--- src/rtl/seg_scan_ctrl_if.sv ---
// Peripheral write-bus bundle for seg_scan_ctrl.
//   wr_en   : single-cycle write strobe
//   wr_addr : 12-bit byte address
//   wr_data : 32-bit write data
// The CPU side uses the master modport; the display controller uses slave.
interface seg_scan_ctrl_if;
    logic        wr_en;
    logic [11:0] wr_addr;
    logic [31:0] wr_data;

    modport master (output wr_en, output wr_addr, output wr_data);
    modport slave  (input  wr_en, input  wr_addr, input  wr_data);
endinterface

--- src/rtl/seg_scan_ctrl.sv ---
// seg_scan_ctrl: multiplexed common-anode 7-segment scan controller.
//   Scans DIGITS digits from index DIGITS-1 down to 0, one slot of SCAN_CYCLES
//   clocks each. Three bus registers (DATA, DP, MASK) each have a pending copy
//   written by the bus and a live copy used for display; pending copies move to
//   live only at the end of the digit-0 slot, so a frame never shows a mix of
//   old and new values.
// Ports:
//   clk, rst_n            clock, asynchronous active-low reset
//   bus (slave)           wr_en / wr_addr / wr_data write port
//   led_en[DIGITS-1:0]    digit anode enables, active low
//   led_ca..led_cg        segments a..g, active low
//   led_dp                decimal point, active low
//   frame_done            one-cycle pulse after the digit-0 slot ends
// Build option: define LEADING_ZERO_BLANK_EN to blank leading zero digits.
module seg_scan_ctrl #(
    parameter int          DIGITS      = 8,
    parameter int          SCAN_CYCLES = 10000,
    parameter logic [11:0] BASE_ADDR   = 12'h000
) (
    input  logic              clk,
    input  logic              rst_n,
    seg_scan_ctrl_if.slave    bus,
    output logic [DIGITS-1:0] led_en,
    output logic              led_ca,
    output logic              led_cb,
    output logic              led_cc,
    output logic              led_cd,
    output logic              led_ce,
    output logic              led_cf,
    output logic              led_cg,
    output logic              led_dp,
    output logic              frame_done
);
    localparam int          DW       = 4 * DIGITS;
    localparam int          IDX_W    = (DIGITS > 1) ? $clog2(DIGITS) : 1;
    localparam int          CNT_W    = $clog2(SCAN_CYCLES);
    localparam logic [11:0] DP_ADDR  = BASE_ADDR + 12'd4;
    localparam logic [11:0] MSK_ADDR = BASE_ADDR + 12'd8;
    localparam logic [CNT_W-1:0] CNT_LAST = CNT_W'(SCAN_CYCLES - 1);
    localparam logic [IDX_W-1:0] IDX_LAST = IDX_W'(DIGITS - 1);

    // Active-low hex font, bit order {g,f,e,d,c,b,a}.
    function automatic logic [6:0] hex_font(input logic [3:0] nib);
        logic [6:0] s;
        case (nib)
            4'h0: s = 7'b1000000;
            4'h1: s = 7'b1111001;
            4'h2: s = 7'b0100100;
            4'h3: s = 7'b0110000;
            4'h4: s = 7'b0011001;
            4'h5: s = 7'b0010010;
            4'h6: s = 7'b0000010;
            4'h7: s = 7'b1111000;
            4'h8: s = 7'b0000000;
            4'h9: s = 7'b0010000;
            4'hA: s = 7'b0001000;
            4'hB: s = 7'b0000011;
            4'hC: s = 7'b1000110;
            4'hD: s = 7'b0100001;
            4'hE: s = 7'b0000110;
            default: s = 7'b0001110;
        endcase
        return s;
    endfunction

`ifdef LEADING_ZERO_BLANK_EN
    // True when digit i and every digit above it are zero; digit 0 never blanks.
    function automatic logic lead_zero(input logic [DW-1:0] v, input logic [IDX_W-1:0] i);
        logic z;
        z = 1'b1;
        for (int k = 0; k < DIGITS; k++) begin
            if (k >= int'(i) && v[4*k +: 4] != 4'h0) z = 1'b0;
        end
        return z && (i != '0);
    endfunction
`endif

    logic [CNT_W-1:0]  cnt_q, cnt_d;
    logic [IDX_W-1:0]  idx_q, idx_d;
    logic [DW-1:0]     data_pend_q, data_pend_d, data_live_q, data_live_d;
    logic [DIGITS-1:0] dp_pend_q, dp_pend_d, dp_live_q, dp_live_d;
    logic [DIGITS-1:0] mask_pend_q, mask_pend_d, mask_live_q, mask_live_d;
    logic              pend_q, pend_d;
    logic [DIGITS-1:0] en_q, en_d;
    logic [6:0]        seg_q, seg_d;
    logic              dp_q, dp_d;
    logic              frame_q;
    logic              wrap, commit, hit_data, hit_dp, hit_mask;
    logic [3:0]        nib;

    always_comb begin
        wrap     = (cnt_q == CNT_LAST);
        // The digit-0 slot ends on the wrap edge taken while index is 0.
        commit   = wrap && (idx_q == '0);
        cnt_d    = wrap ? '0 : cnt_q + CNT_W'(1);
        idx_d    = idx_q;
        if (wrap) idx_d = (idx_q == '0) ? IDX_LAST : idx_q - IDX_W'(1);

        hit_data = bus.wr_en && (bus.wr_addr == BASE_ADDR);
        hit_dp   = bus.wr_en && (bus.wr_addr == DP_ADDR);
        hit_mask = bus.wr_en && (bus.wr_addr == MSK_ADDR);

        data_pend_d = hit_data ? bus.wr_data[DW-1:0]     : data_pend_q;
        dp_pend_d   = hit_dp   ? bus.wr_data[DIGITS-1:0] : dp_pend_q;
        mask_pend_d = hit_mask ? bus.wr_data[DIGITS-1:0] : mask_pend_q;

        // Live copies take the pending values held before this edge's write,
        // so a colliding write waits for the next frame.
        data_live_d = data_live_q;
        dp_live_d   = dp_live_q;
        mask_live_d = mask_live_q;
        if (commit && pend_q) begin
            data_live_d = data_pend_q;
            dp_live_d   = dp_pend_q;
            mask_live_d = mask_pend_q;
        end

        pend_d = pend_q;
        if (commit) pend_d = 1'b0;
        if (hit_data || hit_dp || hit_mask) pend_d = 1'b1;

        // Pattern for the slot that starts on this wrap edge.
        nib   = data_live_d[{idx_d, 2'b00} +: 4];
        seg_d = hex_font(nib);
`ifdef LEADING_ZERO_BLANK_EN
        if (lead_zero(data_live_d, idx_d)) seg_d = 7'h7F;
`endif
        dp_d  = ~dp_live_d[idx_d];
        en_d  = '1;
        if (mask_live_d[idx_d]) en_d[idx_d] = 1'b0;
    end

    always_ff @(posedge clk or negedge rst_n) begin
        if (!rst_n) begin
            cnt_q       <= '0;
            idx_q       <= IDX_LAST;
            data_pend_q <= '0;
            data_live_q <= '0;
            dp_pend_q   <= '0;
            dp_live_q   <= '0;
            mask_pend_q <= '1;
            mask_live_q <= '1;
            pend_q      <= 1'b0;
            en_q        <= '1;
            seg_q       <= 7'h7F;
            dp_q        <= 1'b1;
            frame_q     <= 1'b0;
        end else begin
            cnt_q       <= cnt_d;
            idx_q       <= idx_d;
            data_pend_q <= data_pend_d;
            data_live_q <= data_live_d;
            dp_pend_q   <= dp_pend_d;
            dp_live_q   <= dp_live_d;
            mask_pend_q <= mask_pend_d;
            mask_live_q <= mask_live_d;
            pend_q      <= pend_d;
            frame_q     <= commit;
            if (wrap) begin
                en_q  <= en_d;
                seg_q <= seg_d;
                dp_q  <= dp_d;
            end
        end
    end

    assign led_en     = en_q;
    assign led_ca     = seg_q[0];
    assign led_cb     = seg_q[1];
    assign led_cc     = seg_q[2];
    assign led_cd     = seg_q[3];
    assign led_ce     = seg_q[4];
    assign led_cf     = seg_q[5];
    assign led_cg     = seg_q[6];
    assign led_dp     = dp_q;
    assign frame_done = frame_q;
endmodule

--- src/flat_wrapper.sv ---
// flat-port wrapper written by rule: the top's interface ports become plain ports
module seg_scan_ctrl_flat 
#(
    parameter int          DIGITS      = 8,
    parameter int          SCAN_CYCLES = 10000,
    parameter logic [11:0] BASE_ADDR   = 12'h000
)
  (clk, rst_n, led_en, led_ca, led_cb, led_cc, led_cd, led_ce, led_cf, led_cg, led_dp, frame_done, bus_wr_en, bus_wr_addr, bus_wr_data);
  seg_scan_ctrl_if bus_i ();
  input  logic clk;
  input  logic rst_n;
  output logic [DIGITS-1:0] led_en;
  output logic led_ca;
  output logic led_cb;
  output logic led_cc;
  output logic led_cd;
  output logic led_ce;
  output logic led_cf;
  output logic led_cg;
  output logic led_dp;
  output logic frame_done;
  input wire logic [$bits(bus_i.wr_en)-1:0] bus_wr_en;
  input wire logic [$bits(bus_i.wr_addr)-1:0] bus_wr_addr;
  input wire logic [$bits(bus_i.wr_data)-1:0] bus_wr_data;
  assign bus_i.wr_en = bus_wr_en;
  assign bus_i.wr_addr = bus_wr_addr;
  assign bus_i.wr_data = bus_wr_data;
  seg_scan_ctrl #(.DIGITS(DIGITS), .SCAN_CYCLES(SCAN_CYCLES), .BASE_ADDR(BASE_ADDR)) u_core (.clk(clk), .rst_n(rst_n), .bus(bus_i), .led_en(led_en), .led_ca(led_ca), .led_cb(led_cb), .led_cc(led_cc), .led_cd(led_cd), .led_ce(led_ce), .led_cf(led_cf), .led_cg(led_cg), .led_dp(led_dp), .frame_done(frame_done));
endmodule
--- config.mk ---
export PLATFORM = sky130hd
export DESIGN_NAME = seg_scan_ctrl_flat
export DESIGN_NICKNAME = d
export VERILOG_FILES = /design/src/rtl/seg_scan_ctrl_if.sv /design/src/rtl/seg_scan_ctrl.sv /design/src/flat_wrapper.sv
export SDC_FILE = /design/constraint.sdc
export NUM_CORES = 1
export LEC_CHECK = 0
export CAP_MARGIN = 20
export CORE_AREA = 2 2 115 161
export CTS_BUF_LIST = sky130_fd_sc_hd__clkbuf_2 sky130_fd_sc_hd__clkbuf_4 sky130_fd_sc_hd__clkbuf_8
export CTS_CLUSTER_SIZE = 20
export DETAILED_ROUTE_END_ITERATION = 7
export DIE_AREA = 0 0 117 163
export PLACE_DENSITY = 0.62
export REMOVE_ABC_BUFFERS = 1
export SLEW_MARGIN = 10
export SYNTH_ARGS = -nofsm -noshare
export SYNTH_HDL_FRONTEND = slang
export SYNTH_SLANG_ARGS = --single-unit
--- constraint.sdc ---
create_clock -name clk -period 9.8 [get_ports clk]
set_input_delay 2.45 -clock clk [delete_from_list [all_inputs] [get_ports clk]]
set_output_delay 2.45 -clock clk [all_outputs]
set_load 0.01 [all_outputs]
==> results of run 1 <==
stage by stage:
step                      hold WS (ps)  worst slack, ps  cells  utilization
after global routing               491             5050    830        0.413
after global placement             445             5380    798        0.390
after floorplan                    425             4160    489            -
after detailed placement           451             5350    798        0.390
final                              465             5310    830        0.413
after CTS                          461             5320    830        0.413
per-layer routing:
layer  wire length (um)  vias to the layer above  GRT usage  part of all wire
li1                   -                     1945          -                 -
met1               5900                     2063      0.189              0.44
met2               6950                       74      0.260              0.52
met3                377                       21     0.0283             0.028
met4                234                        0     0.0524             0.017
met5                  0                        -          0                 0
worst reg2reg max path: stages, from the launching register on:
cell	delay, ps
sky130_fd_sc_hd__dfrtp_1	370
sky130_fd_sc_hd__ha_1	230
sky130_fd_sc_hd__nand3_2	140
sky130_fd_sc_hd__nor4_4	280
sky130_fd_sc_hd__buf_4	480
sky130_fd_sc_hd__mux2i_1	180
sky130_fd_sc_hd__buf_4	240
sky130_fd_sc_hd__inv_2	340
sky130_fd_sc_hd__o221ai_1	270
sky130_fd_sc_hd__o311a_1	190
sky130_fd_sc_hd__a31oi_1	430
sky130_fd_sc_hd__inv_1	200
sky130_fd_sc_hd__ha_1	330
sky130_fd_sc_hd__inv_1	50
sky130_fd_sc_hd__mux4_2	440
sky130_fd_sc_hd__mux2_2	270
placed cells by master, fill, tap and decap left out, drive strengths merged, types with 3 or more instances in the layout:
cell type / netlist / routed
dfrtp: 96 / 96
nand2: 77 / 77
mux2: 76 / 76
clkdlybuf4s50: 0 / 62
dfstp: 35 / 35
nor2: 30 / 30
nand3: 20 / 20
clkbuf: 17 / 19
a21oi: 16 / 16
inv: 11 / 12
o21ai: 10 / 10
xnor2: 9 / 9
ha: 9 / 9
mux2i: 8 / 8
and3: 8 / 8
a211oi: 7 / 7
buf: 6 / 7
o211ai: 7 / 7
nor3: 7 / 7
a31oi: 6 / 6
clkinv: 0 / 5
and2: 4 / 4
clkinvlp: 0 / 4
a221oi: 4 / 4
nand2b: 3 / 3
xor2: 3 / 3
a21o: 3 / 3
a2bb2oi: 3 / 3
bufinv: 0 / 3
o221ai: 3 / 3
logic make-up after synthesis:
group / Yosys count / share of synthesized area
xor+xnor: 12 / 0.0174
flops: 131 / 0.550
compound gates: 76 / 0.0971
fa+ha+maj: 9 / 0.0186
mux: 85 / 0.159
simple gates: 165 / 0.136
buf+inv: 34 / 0.0222
flip-flops by register name, summed over array words and instances, names as in the netlist, 3 cells and up:
name,count
u_core.data_live_q,32
u_core.data_pend_q,32
u_core.cnt_q,14
u_core.dp_live_q,8
u_core.dp_pend_q,8
u_core.led_en,8
u_core.mask_live_q,8
u_core.mask_pend_q,8
u_core.seg_q,7
u_core.idx_q,3
report_power, final:
part           internal (W)  switching, W   total, W  leakage, nW
Sequential         0.000542   0.000000472   0.000543         1.68
Clock              0.000264      0.000214   0.000478        0.204
Combinational     0.0000172     0.0000147  0.0000318         1.48
area by class of cell:
class / instances / area [sq um] / area share
clock buffers: 19 / 262 / 0.0356
clock inverters: 13 / 158 / 0.0215
inverters: 11 / 41.3 / 0.00562
multi-input cells: 347 / 2590 / 0.353
flip-flops and latches: 131 / 3320 / 0.452
well taps: 240 / 300 / 0.0409
repair buffers: 69 / 673 / 0.0916
final timing paths:
kind | start | cells past startpoint | endpoint
hold reg to reg | u_core.mask_live_q[1]$_DFF_PN1_ | 2 | u_core.mask_live_q[1]$_DFF_PN1_
setup / recovery | u_core.cnt_q[0]$_DFF_PN0_ | 15 | u_core.seg_q[3]$_DFFE_PN1N_
hold / removal | u_core.mask_live_q[1]$_DFF_PN1_ | 2 | u_core.mask_live_q[1]$_DFF_PN1_
min in group asynchronous | rst_n | 1 | u_core.data_pend_q[29]$_DFFE_PN0P_
setup reg to reg | u_core.cnt_q[0]$_DFF_PN0_ | 15 | u_core.seg_q[3]$_DFFE_PN1N_
max in group asynchronous | rst_n | 2 | u_core.data_live_q[1]$_DFF_PN0_
==> metrics.log, run 1 <==
[metrics] status: finished, final reports clean
[metrics] most area-consuming cells after synthesis: sky130_fd_sc_hd__dfrtp_1 40%, sky130_fd_sc_hd__dfstp_2 15%, sky130_fd_sc_hd__mux2_2 13%
[metrics] cts hold-fix bufs: 0
[metrics] Buf/Inv on CP: 5
[metrics] commonest cells in the synthesized netlist: 96 x sky130_fd_sc_hd__dfrtp_1, 76 x sky130_fd_sc_hd__nand2_1, 72 x sky130_fd_sc_hd__mux2_2
[metrics] Critical Path End Type: register
[metrics] gate family responsible for the most delay along the worst path: buffers and inverters
[metrics] P&R area growth vs syn: 21.6%
[metrics] fraction of layout cells with a size suffix above 1: 0.286
[metrics] Syn. warnings: 0
[metrics] data required time at the worst endpoint: around 10000 ps
[metrics] min Tclk post-route: between 4000 and 5000 ps
[metrics] type of element launching the critical path: register
[metrics] Via-to-Cell Ratio: between 4 and 5
[metrics] average cell area after synthesis: 11.8 sq um
[metrics] height of the chip: about 160 um
[metrics] global placer's final weighted congestion: approximately 0.79
[metrics] Max-cap violations: 0
[metrics] largest stage delay on the critical path: around 480 ps
[metrics] count of routing violations after the opening detailed-route iteration: between 200 and 300
[metrics] cells traversed along the worst timing path: ha_1, nand3_2, nor4_4, buf_4, mux2i_1, buf_4, inv_2, o221ai_1, o311a_1, a31oi_1, inv_1, ha_1, inv_1, mux4_2, mux2_2
[metrics] Leak: 3.36 nW
[metrics] starting density of the core: 0.340
[metrics] arrival time of the worst setup path: slightly below 5000 ps
[metrics] vias in the first global route: around 4300
[metrics] Total Wirelength: approximately 13 mm
[metrics] Synth Instances: about 500
[metrics] final-stage net count: 633
[metrics] detailed-placement wirelength estimate: 9.27 mm
[metrics] CTS tree: done
[metrics] slowest stage cell, crit path: sky130_fd_sc_hd__buf_4
[metrics] cells resized by post-CTS repair: 0
[metrics] Filler cells: between 1500 and 2000
[metrics] Cell Pwr Density: 143 nW/um^2
[metrics] largest net degree at the start of global routing: 69
[metrics] Worst Path Class, Setup: reg -> reg
[metrics] postcts setup bufs: 0
[metrics] Setup TNS: 0 ps
[metrics] setup-violating endpoint count in the final report: 0
[metrics] area fraction of the dominant cell type after synthesis: 0.398
[metrics] post-synthesis cell type count: 66
[metrics] maximum level of the CTS H-tree: 4
[metrics] Finished Cell Area: between 7000 and 8000 sq um
[metrics] # port buffers: between 60 and 70
[metrics] Max-Slew Margin vs Limit: 0.439
[metrics] final antenna-violating net count: 0
[metrics] fraction of synthesis flops using an asynchronous set or reset pin: 1.00
[metrics] cell area after synthesis: 6040 sq um
[metrics] global-route wire length before repair: 22.3 mm
[metrics] Synth area leader: sky130_fd_sc_hd__dfrtp_1
[metrics] Die X-Extent: about 120 um
[metrics] top flip-flop cell by instance count after synthesis: sky130_fd_sc_hd__dfrtp_1
[metrics] CTS buffer count: 17
[metrics] number of flops mapped to enable cells by yosys: 0
[metrics] achievable frequency: between 0.2 and 0.25 GHz
[metrics] count of clock tree sinks: around 130
[metrics] worst reg2reg setup slack: between 5000 and 6000 ps
[metrics] power after layout: between 0.001 and 0.0015 W
[metrics] Layout Skew: about 13 ps
[metrics] Final Hold Fails: 0
[metrics] most common cell in the synthesized netlist: sky130_fd_sc_hd__dfrtp_1
[metrics] worst ir drop on vdd: roughly 0.08 mV
[metrics] CTS root buffer: sky130_fd_sc_hd__clkbuf_8
[metrics] number of optimization iterations in the first detailed-route pass: 4
[metrics] total core area: between 15000 and 20000 sq um
[metrics] worst min-delay path class: reg -> reg
[metrics] Critical Path Fanout Max: 46
[metrics] Skew-Pair Late Insertion Delay: about 440 ps
[metrics] part of the Yosys area used for sequential elements: 0.550
[metrics] worst-margin pin slew: 841 ps
[metrics] area of placed instances: a little under 7000 sq um
[metrics] post-detailed-route wirelength per cell: between 15 and 20 um
[metrics] number of standard-cell rows in the floorplan: 58
[metrics] antenna violations before repair: 0
[metrics] synthesized flop and latch total: 131
[metrics] overall routing resource usage: 0.151
[metrics] GRT overflow: 0
[metrics] number of diodes added for antenna fixing: 0
[metrics] final max-slew violation count: 0
[metrics] clk slew on worst S/H paths: about 70 ps
[metrics] setup repair after global routing missed its margin: false
[metrics] IO Count: 64
[metrics] largest buffer count on any clock path: 2
[metrics] area enclosed by the die boundary: 19100 sq um
[metrics] post-route clock period utilization: 0.458
[metrics] Residual DRC: 0
[metrics] DR vias: just over 4000
Note: power is estimated with default switching activity, not from simulation.
==> inputs of run 2 (changes only) <==
==> constraint.sdc (replaced) <==
create_clock -name clk -period 4.6 [get_ports clk]
set_input_delay 1.15 -clock clk [delete_from_list [all_inputs] [get_ports clk]]
set_output_delay 1.15 -clock clk [all_outputs]
set_load 0.01 [all_outputs]
==> run 2 against run 1 <==
Net effect: clock power is 98% higher; final cell count is 0.96% higher; routed wire length is 0.92% higher; worst hold slack worse by 2.7 ps; worst setup slack worse by 4800 ps; utilization is 0.24 points higher.
==> metrics.log, run 2 (same netlist as run 1, synthesis figures left out) <==
[metrics] post-detailed-route wirelength per cell: 16.2 um
[metrics] clk slew on worst S/H paths: about 80 ps
[metrics] vias in the first global route: approximately 4400
[metrics] global-route wire length before repair: ~22 mm
[metrics] type of element launching the critical path: register
[metrics] fraction of layout cells with a size suffix above 1: 0.296
[metrics] count of clock tree sinks: 131
[metrics] gate family responsible for the most delay along the worst path: simple AND/OR/NAND/NOR gates
[metrics] antenna violations before repair: 0
[metrics] area enclosed by the die boundary: around 19000 sq um
[metrics] number of standard-cell rows in the floorplan: between 50 and 60
[metrics] data required time at the worst endpoint: 4940 ps
[metrics] post-route clock period utilization: 0.890
[metrics] most common cell after layout, fill and taps aside: sky130_fd_sc_hd__dfrtp_1
[metrics] min Tclk post-route: about 4000 ps
[metrics] area of the multi-input gates: approximately 2600 sq um
[metrics] Max-Slew Margin vs Limit: 0.530
[metrics] arrival time of the worst setup path: approximately 4400 ps
[metrics] final max-slew violation count: 0
[metrics] setup repair after global routing missed its margin: false
[metrics] largest stage delay on the critical path: 440 ps
[metrics] most frequent cells in the layout: 96 x sky130_fd_sc_hd__dfrtp_1, 76 x sky130_fd_sc_hd__nand2_1, 72 x sky130_fd_sc_hd__mux2_2, 62 x sky130_fd_sc_hd__clkdlybuf4s50_1, 35 x sky130_fd_sc_hd__dfstp_2
[metrics] Buf/Inv on CP: 5
[metrics] Cell Pwr Density: approximately 290 nW/um^2
[metrics] Total Wirelength: approximately 14 mm
[metrics] total core area: 17800 sq um
[metrics] Critical Path End Type: register
[metrics] count of routing violations after the opening detailed-route iteration: 230
[metrics] IO Count: 64
[metrics] Skew-Pair Late Insertion Delay: 420 ps
[metrics] number of diodes added for antenna fixing: 0
[metrics] combinational power share: 0.031
[metrics] area of placed instances: ~7000 sq um
[metrics] cts hold-fix bufs: 0
[metrics] cell internal power dissipation: between 0.0015 and 0.002 W
[metrics] Critical Path Fanout Max: 14
[metrics] starting density of the core: 0.340
[metrics] cells traversed along the worst timing path: ha_1, nand3_2, nor4_4, buf_4, buf_4, nand3_2, nand2_1, inv_2, a31oi_1, inv_1, ha_1, inv_1, mux4_2, mux2_2
[metrics] clock share of power: 0.436
[metrics] GRT overflow: 0
[metrics] final-stage net count: about 640
[metrics] switching fraction of total power: 0.213
[metrics] detailed-placement wirelength estimate: 9.86 mm
[metrics] Finished Cell Area: 7390 sq um
[metrics] slowest stage cell, crit path: sky130_fd_sc_hd__mux4_2
[metrics] final cell utilization of the core: 0.416
[metrics] Via-to-Cell Ratio: ~5.0
[metrics] Die X-Extent: 117 um
[metrics] Worst Path Class, Setup: reg -> reg
[metrics] DR vias: around 4200
[metrics] switching power: between 0.0004 and 0.0005 W
[metrics] Leak: approximately 3.4 nW
[metrics] CTS root buffer: sky130_fd_sc_hd__clkbuf_8
[metrics] setup-violating endpoint count in the final report: 0
[metrics] status: finished, final reports clean
[metrics] P&R area growth vs syn: 22.3%
[metrics] # port buffers: 63
[metrics] CTS buffer count: 17
[metrics] total area of sequential cells: ~3300 sq um
[metrics] Layout Skew: 12.1 ps
[metrics] worst min-delay path class: reg -> reg
[metrics] Max-cap violations: 0
[metrics] postcts setup bufs: 0
[metrics] largest net degree at the start of global routing: 77
[metrics] Final Hold Fails: 0
[metrics] achievable frequency: around 0.24 GHz
[metrics] final antenna-violating net count: 0
[metrics] number of optimization iterations in the first detailed-route pass: 4
[metrics] CTS tree: done
[metrics] maximum level of the CTS H-tree: 4
[metrics] cells resized by post-CTS repair: 0
[metrics] Filler cells: 1671
[metrics] Regs by FF count: u_core.data_live_q: 32 flops, u_core.data_pend_q: 32 flops, u_core.cnt_q: 14 flops
[metrics] global placer's final weighted congestion: roughly 0.94
[metrics] Min-Delay Path Depth: 2
[metrics] largest buffer count on any clock path: 2
[metrics] depth of the worst register-to-register path: 14
[metrics] worst reg2reg setup slack: around 510 ps
[metrics] height of the chip: around 160 um
[metrics] Flop pwr share: 0.533
[metrics] worst ir drop on vdd: between 0.1 and 0.15 mV
[metrics] Residual DRC: 0
[metrics] worst-margin pin slew: slightly above 700 ps
[metrics] total stage count of the critical path: 14
[metrics] overall routing resource usage: 0.152
run 2: cell count changes in the layout (fill, tap and decap cells not counted), sizes merged:
cell / change
clkbuf: +2
bufinv: -1
buf: +8
clkinvlp: -1
inv: -1
clkinv: +1
run 2: metrics by stage:
step                      setup slack (ps)  hold WS [ps]  cells  power (W)  TNS (ps)
after floorplan                       -569           425    489    0.00118     -1940
after global placement                 802           438    806    0.00125         0
after detailed placement               567           451    806    0.00125         0
after CTS                              546           464    838    0.00221         0
after global routing                   165           487    838    0.00227         0
final                                  507           462    838    0.00217         0
run 2: power groups by stage:
stage	logic, W	clock network (W)	registers [W]
2_1_floorplan	0.00000291	0	0.00118
3_3_place_gp	0.0000690	0	0.00118
3_5_place_dp	0.0000708	0	0.00118
4_1_cts	0.0000708	0.000983	0.00116
5_1_grt	0.0000758	0.00104	0.00116
6_report	0.0000678	0.000947	0.00116
run 2: cell type report:
class | count | area share
Clock inverter | 11 | 0.0152
Tap cell | 240 | 0.0406
Clock buffer | 21 | 0.0374
Timing Repair Buffer | 77 | 0.101
Sequential cell | 131 | 0.450
Inverter | 11 | 0.00559
Multi-Input combinational cell | 347 | 0.351
run 2: worst reg2reg max path, delay by kind of cell, from the launching register on:
family,cells,cell delay (ps)
simple gates,4,1040
buf+inv,5,920
mux,2,710
fa+ha+maj,2,550
compound gates,1,410
flops,1,380
run 2: final timing paths:
kind,startpoint,end
max,u_core.cnt_q[0]$_DFF_PN0_,u_core.seg_q[3]$_DFFE_PN1N_
min reg2reg,u_core.mask_pend_q[5]$_DFFE_PN1P_,u_core.mask_live_q[5]$_DFF_PN1_
min in group asynchronous,rst_n,u_core.data_live_q[24]$_DFF_PN0_
min,u_core.mask_pend_q[5]$_DFFE_PN1P_,u_core.mask_live_q[5]$_DFF_PN1_
max reg2reg,u_core.cnt_q[0]$_DFF_PN0_,u_core.seg_q[3]$_DFFE_PN1N_
max in group asynchronous,rst_n,u_core.led_dp$_DFFE_PN1N_
run 2: routing by layer:
metal,share of wire,GRT usage,wire [um],vias to the layer above
li1,-,-,-,1969
met1,0.42,0.183,5650,2093
met2,0.53,0.259,7210,84
met3,0.031,0.0290,415,16
met4,0.023,0.0679,317,0
met5,0,0,0,-
==> inputs of run 3 (changes only) <==
--- a/config.mk
+++ b/config.mk
@@ -6,13 +6,13 @@
 export NUM_CORES = 1
 export LEC_CHECK = 0
 export CAP_MARGIN = 20
-export CORE_AREA = 2 2 115 161
+export CORE_AREA = 2 2 135 137
 export CTS_BUF_LIST = sky130_fd_sc_hd__clkbuf_2 sky130_fd_sc_hd__clkbuf_4 sky130_fd_sc_hd__clkbuf_8
 export CTS_CLUSTER_SIZE = 20
 export DETAILED_ROUTE_END_ITERATION = 7
-export DIE_AREA = 0 0 117 163
+export DIE_AREA = 0 0 137 139
 export PLACE_DENSITY = 0.62
-export REMOVE_ABC_BUFFERS = 1
+export RECOVER_POWER = 100
 export SLEW_MARGIN = 10
 export SYNTH_ARGS = -nofsm -noshare
 export SYNTH_HDL_FRONTEND = slang
==> run 3 against run 2 <==
Net effect: the flow now finishes with violations (max-capacitance violations, max-slew violations); register-to-register slack worse by 40 ps; worst hold slack hardly changed; critical endpoint unchanged; clock power is 13% higher.
==> metrics.log, run 3 (same netlist as run 1, synthesis figures left out) <==
[metrics] status: finished, violations left
[metrics] failing checks: max-capacitance violations, max-slew violations
[metrics] global placer's final weighted congestion: around 0.90
[metrics] most common cell after layout, fill and taps aside: sky130_fd_sc_hd__dfrtp_1
[metrics] P&R area growth vs syn: 22.4%
[metrics] antenna violations before repair: 0
[metrics] largest buffer count on any clock path: 2
[metrics] number of diodes added for antenna fixing: 0
[metrics] clock share of power: 0.467
[metrics] GRT overflow: 0
[metrics] Residual DRC: 0
[metrics] combinational power share: 0.030
[metrics] post-route clock period utilization: 0.899
[metrics] starting density of the core: 0.342
[metrics] vias in the first global route: ~4500
[metrics] Via-to-Cell Ratio: 5.10
[metrics] CTS root buffer: sky130_fd_sc_hd__clkbuf_8
[metrics] worst reg2reg setup slack: 470 ps
[metrics] largest net degree at the start of global routing: 70
[metrics] maximum level of the CTS H-tree: 4
[metrics] cells resized by post-CTS repair: 0
[metrics] Cell Pwr Density: a little over 300 nW/um^2
[metrics] Max-Slew Margin vs Limit: -1.21
[metrics] cell internal power dissipation: 0.00180 W
[metrics] post-detailed-route wirelength per cell: 17.2 um
[metrics] DR vias: around 4200
[metrics] number of standard-cell rows in the floorplan: 49
[metrics] Hold Path End: u_core.cnt_q[0]$_DFF_PN0_
[metrics] arrival time of the worst setup path: between 4000 and 5000 ps
[metrics] Reg2Reg Launch Point: u_core.cnt_q[0]$_DFF_PN0_
[metrics] global-route wire length before repair: 23.3 mm
[metrics] switching power: 0.000498 W
[metrics] achievable frequency: roughly 0.24 GHz
[metrics] final max-slew violation count: 96
[metrics] Total Wirelength: between 10 and 15 mm
[metrics] count of routing violations after the opening detailed-route iteration: 190
[metrics] Die X-Extent: about 140 um
[metrics] Max-cap violations: 2
[metrics] worst min-delay path class: reg -> reg
[metrics] clk slew on worst S/H paths: roughly 70 ps
[metrics] CP dominant cell by count: sky130_fd_sc_hd__inv_1
[metrics] cts hold-fix bufs: 0
[metrics] depth of the worst register-to-register path: 15
[metrics] net count of the mapped netlist: 568
[metrics] Critical Path Fanout Max: 12
[metrics] type of element launching the critical path: register
[metrics] count of clock tree sinks: 131
[metrics] hold path startpoint: u_core.cnt_q[0]$_DFF_PN0_
[metrics] setup-violating endpoint count in the final report: 0
[metrics] Buf/Inv on CP: 5
[metrics] final antenna-violating net count: 0
[metrics] number of optimization iterations in the first detailed-route pass: 4
[metrics] data required time at the worst endpoint: ~5000 ps
[metrics] setup repair after global routing missed its margin: false
[metrics] largest stage delay on the critical path: 680 ps
[metrics] worst-margin pin slew: 3310 ps
[metrics] switching fraction of total power: 0.217
[metrics] Critical Path End Type: register
[metrics] slowest stage cell, crit path: sky130_fd_sc_hd__nor4_4
[metrics] final-stage net count: 640
[metrics] height of the chip: about 140 um
[metrics] cells traversed along the worst timing path: ha_1, nand3_1, nor4_4, buf_4, a21boi_1, inv_1, a211oi_1, o311a_1, a31oi_1, buf_4, inv_1, ha_1, inv_1, mux4_2, mux2_2
[metrics] total core area: approximately 18000 sq um
[metrics] overall routing resource usage: 0.159
[metrics] area enclosed by the die boundary: about 19000 sq um
[metrics] Min-Delay Path Depth: 1
[metrics] min Tclk post-route: between 4000 and 5000 ps
[metrics] CTS tree: done
[metrics] IO Count: 64
[metrics] final cell utilization of the core: 0.419
[metrics] Leak: 3.48 nW
[metrics] Layout Skew: 10.1 ps
[metrics] worst ir drop on vdd: 0.153 mV
[metrics] endpoint of the worst-slack reg-to-reg timing path: u_core.seg_q[3]$_DFFE_PN1N_
[metrics] CTS buffer count: 17
[metrics] Worst Path Class, Setup: reg -> reg
[metrics] postcts setup bufs: 0
[metrics] total stage count of the critical path: 15
[metrics] detailed-placement wirelength estimate: around 10 mm
[metrics] gate family responsible for the most delay along the worst path: buffers and inverters
[metrics] fraction of layout cells with a size suffix above 1: 0.256
[metrics] Flop pwr share: 0.504
[metrics] # port buffers: between 60 and 70
[metrics] Final Hold Fails: 0
[metrics] Skew-Pair Late Insertion Delay: about 450 ps
[metrics] most frequent cells in the layout: 96 x sky130_fd_sc_hd__dfrtp_1, 76 x sky130_fd_sc_hd__nand2_1, 57 x sky130_fd_sc_hd__mux2_2, 44 x sky130_fd_sc_hd__clkdlybuf4s50_1, 35 x sky130_fd_sc_hd__dfstp_2
[metrics] Setup TNS: 0 ps
[metrics] Regs by FF count: u_core.data_live_q: 32 flops, u_core.data_pend_q: 32 flops, u_core.cnt_q: 14 flops
-- run 3: cell types whose count changed in the layout (fill, tap and decap cells not counted), sizes merged --
| cell | before | now |
|---|---|---|
| inv | 11 | 15 |
| buf | 15 | 9 |
| bufinv | 2 | 4 |
| dlygate4sd3 | 0 | 18 |
| clkinvlp | 3 | 0 |
| clkdlybuf4s50 | 62 | 44 |
| clkbuf | 21 | 23 |
-- run 3: final cells by class --
class,count,area (sq um)
clock inverter,14,200
fill,1638,10300
clock buffer,18,241
sequential,131,3320
inverter,11,41.3
timing repair buffer,76,719
multi-input combinational,347,2580
tap,229,287
-- run 3: layer usage --
metal  up-vias  global-route usage  share of wire
met5         -                   0              0
met3        22              0.0424          0.041
met4         0              0.0602          0.025
met2       104               0.260           0.50
met1      2128               0.200           0.44
li1       1961                   -              -
-- run 3: worst max path at each step --
stage / startpoint / endpoint / slack, ps
6_report: u_core.cnt_q[0]$_DFF_PN0_ / u_core.seg_q[3]$_DFFE_PN1N_ / 470
5_1_grt: u_core.cnt_q[0]$_DFF_PN0_ / u_core.seg_q[3]$_DFFE_PN1N_ / 180
4_1_cts: u_core.cnt_q[0]$_DFF_PN0_ / u_core.seg_q[3]$_DFFE_PN1N_ / 530
3_5_place_dp: u_core.cnt_q[0]$_DFF_PN0_ / u_core.seg_q[3]$_DFFE_PN1N_ / 550
3_3_place_gp: u_core.cnt_q[0]$_DFF_PN0_ / u_core.seg_q[3]$_DFFE_PN1N_ / 680
2_1_floorplan: u_core.cnt_q[0]$_DFF_PN0_ / u_core.seg_q[3]$_DFFE_PN1N_ / 820
-- run 3: per-stage QoR --
stage	cell area (sq um)	setup slack (ps)	power, W	hold WS [ps]	instances
after floorplan	6040	824	0.00118	425	512
after global routing	7390	176	0.00239	481	826
after detailed placement	6980	553	0.00125	454	794
after global placement	6980	681	0.00125	436	794
final	7390	465	0.00229	462	826
after CTS	7420	532	0.00233	464	826
-- run 3: worst reg2reg max path: cells and delay by family (launching register included) --
kind | cells | cell delay (ps)
AO/OA/AOI/OAI | 4 | 700
adder cells (fa/ha/maj) | 2 | 500
buffers and inverters | 5 | 940
flip-flops | 1 | 370
multiplexers | 2 | 700
AND/OR/NAND/NOR | 2 | 860
-- run 3: power by group through the flow --
stage | clock network (W) | registers, W | logic [W]
detailed placement | 0 | 0.00118 | 0.0000704
floorplan | 0 | 0.00118 | 0.00000291
global route | 0.00116 | 0.00116 | 0.0000755
CTS | 0.00110 | 0.00116 | 0.0000706
global placement | 0 | 0.00118 | 0.0000693
finish | 0.00107 | 0.00116 | 0.0000680
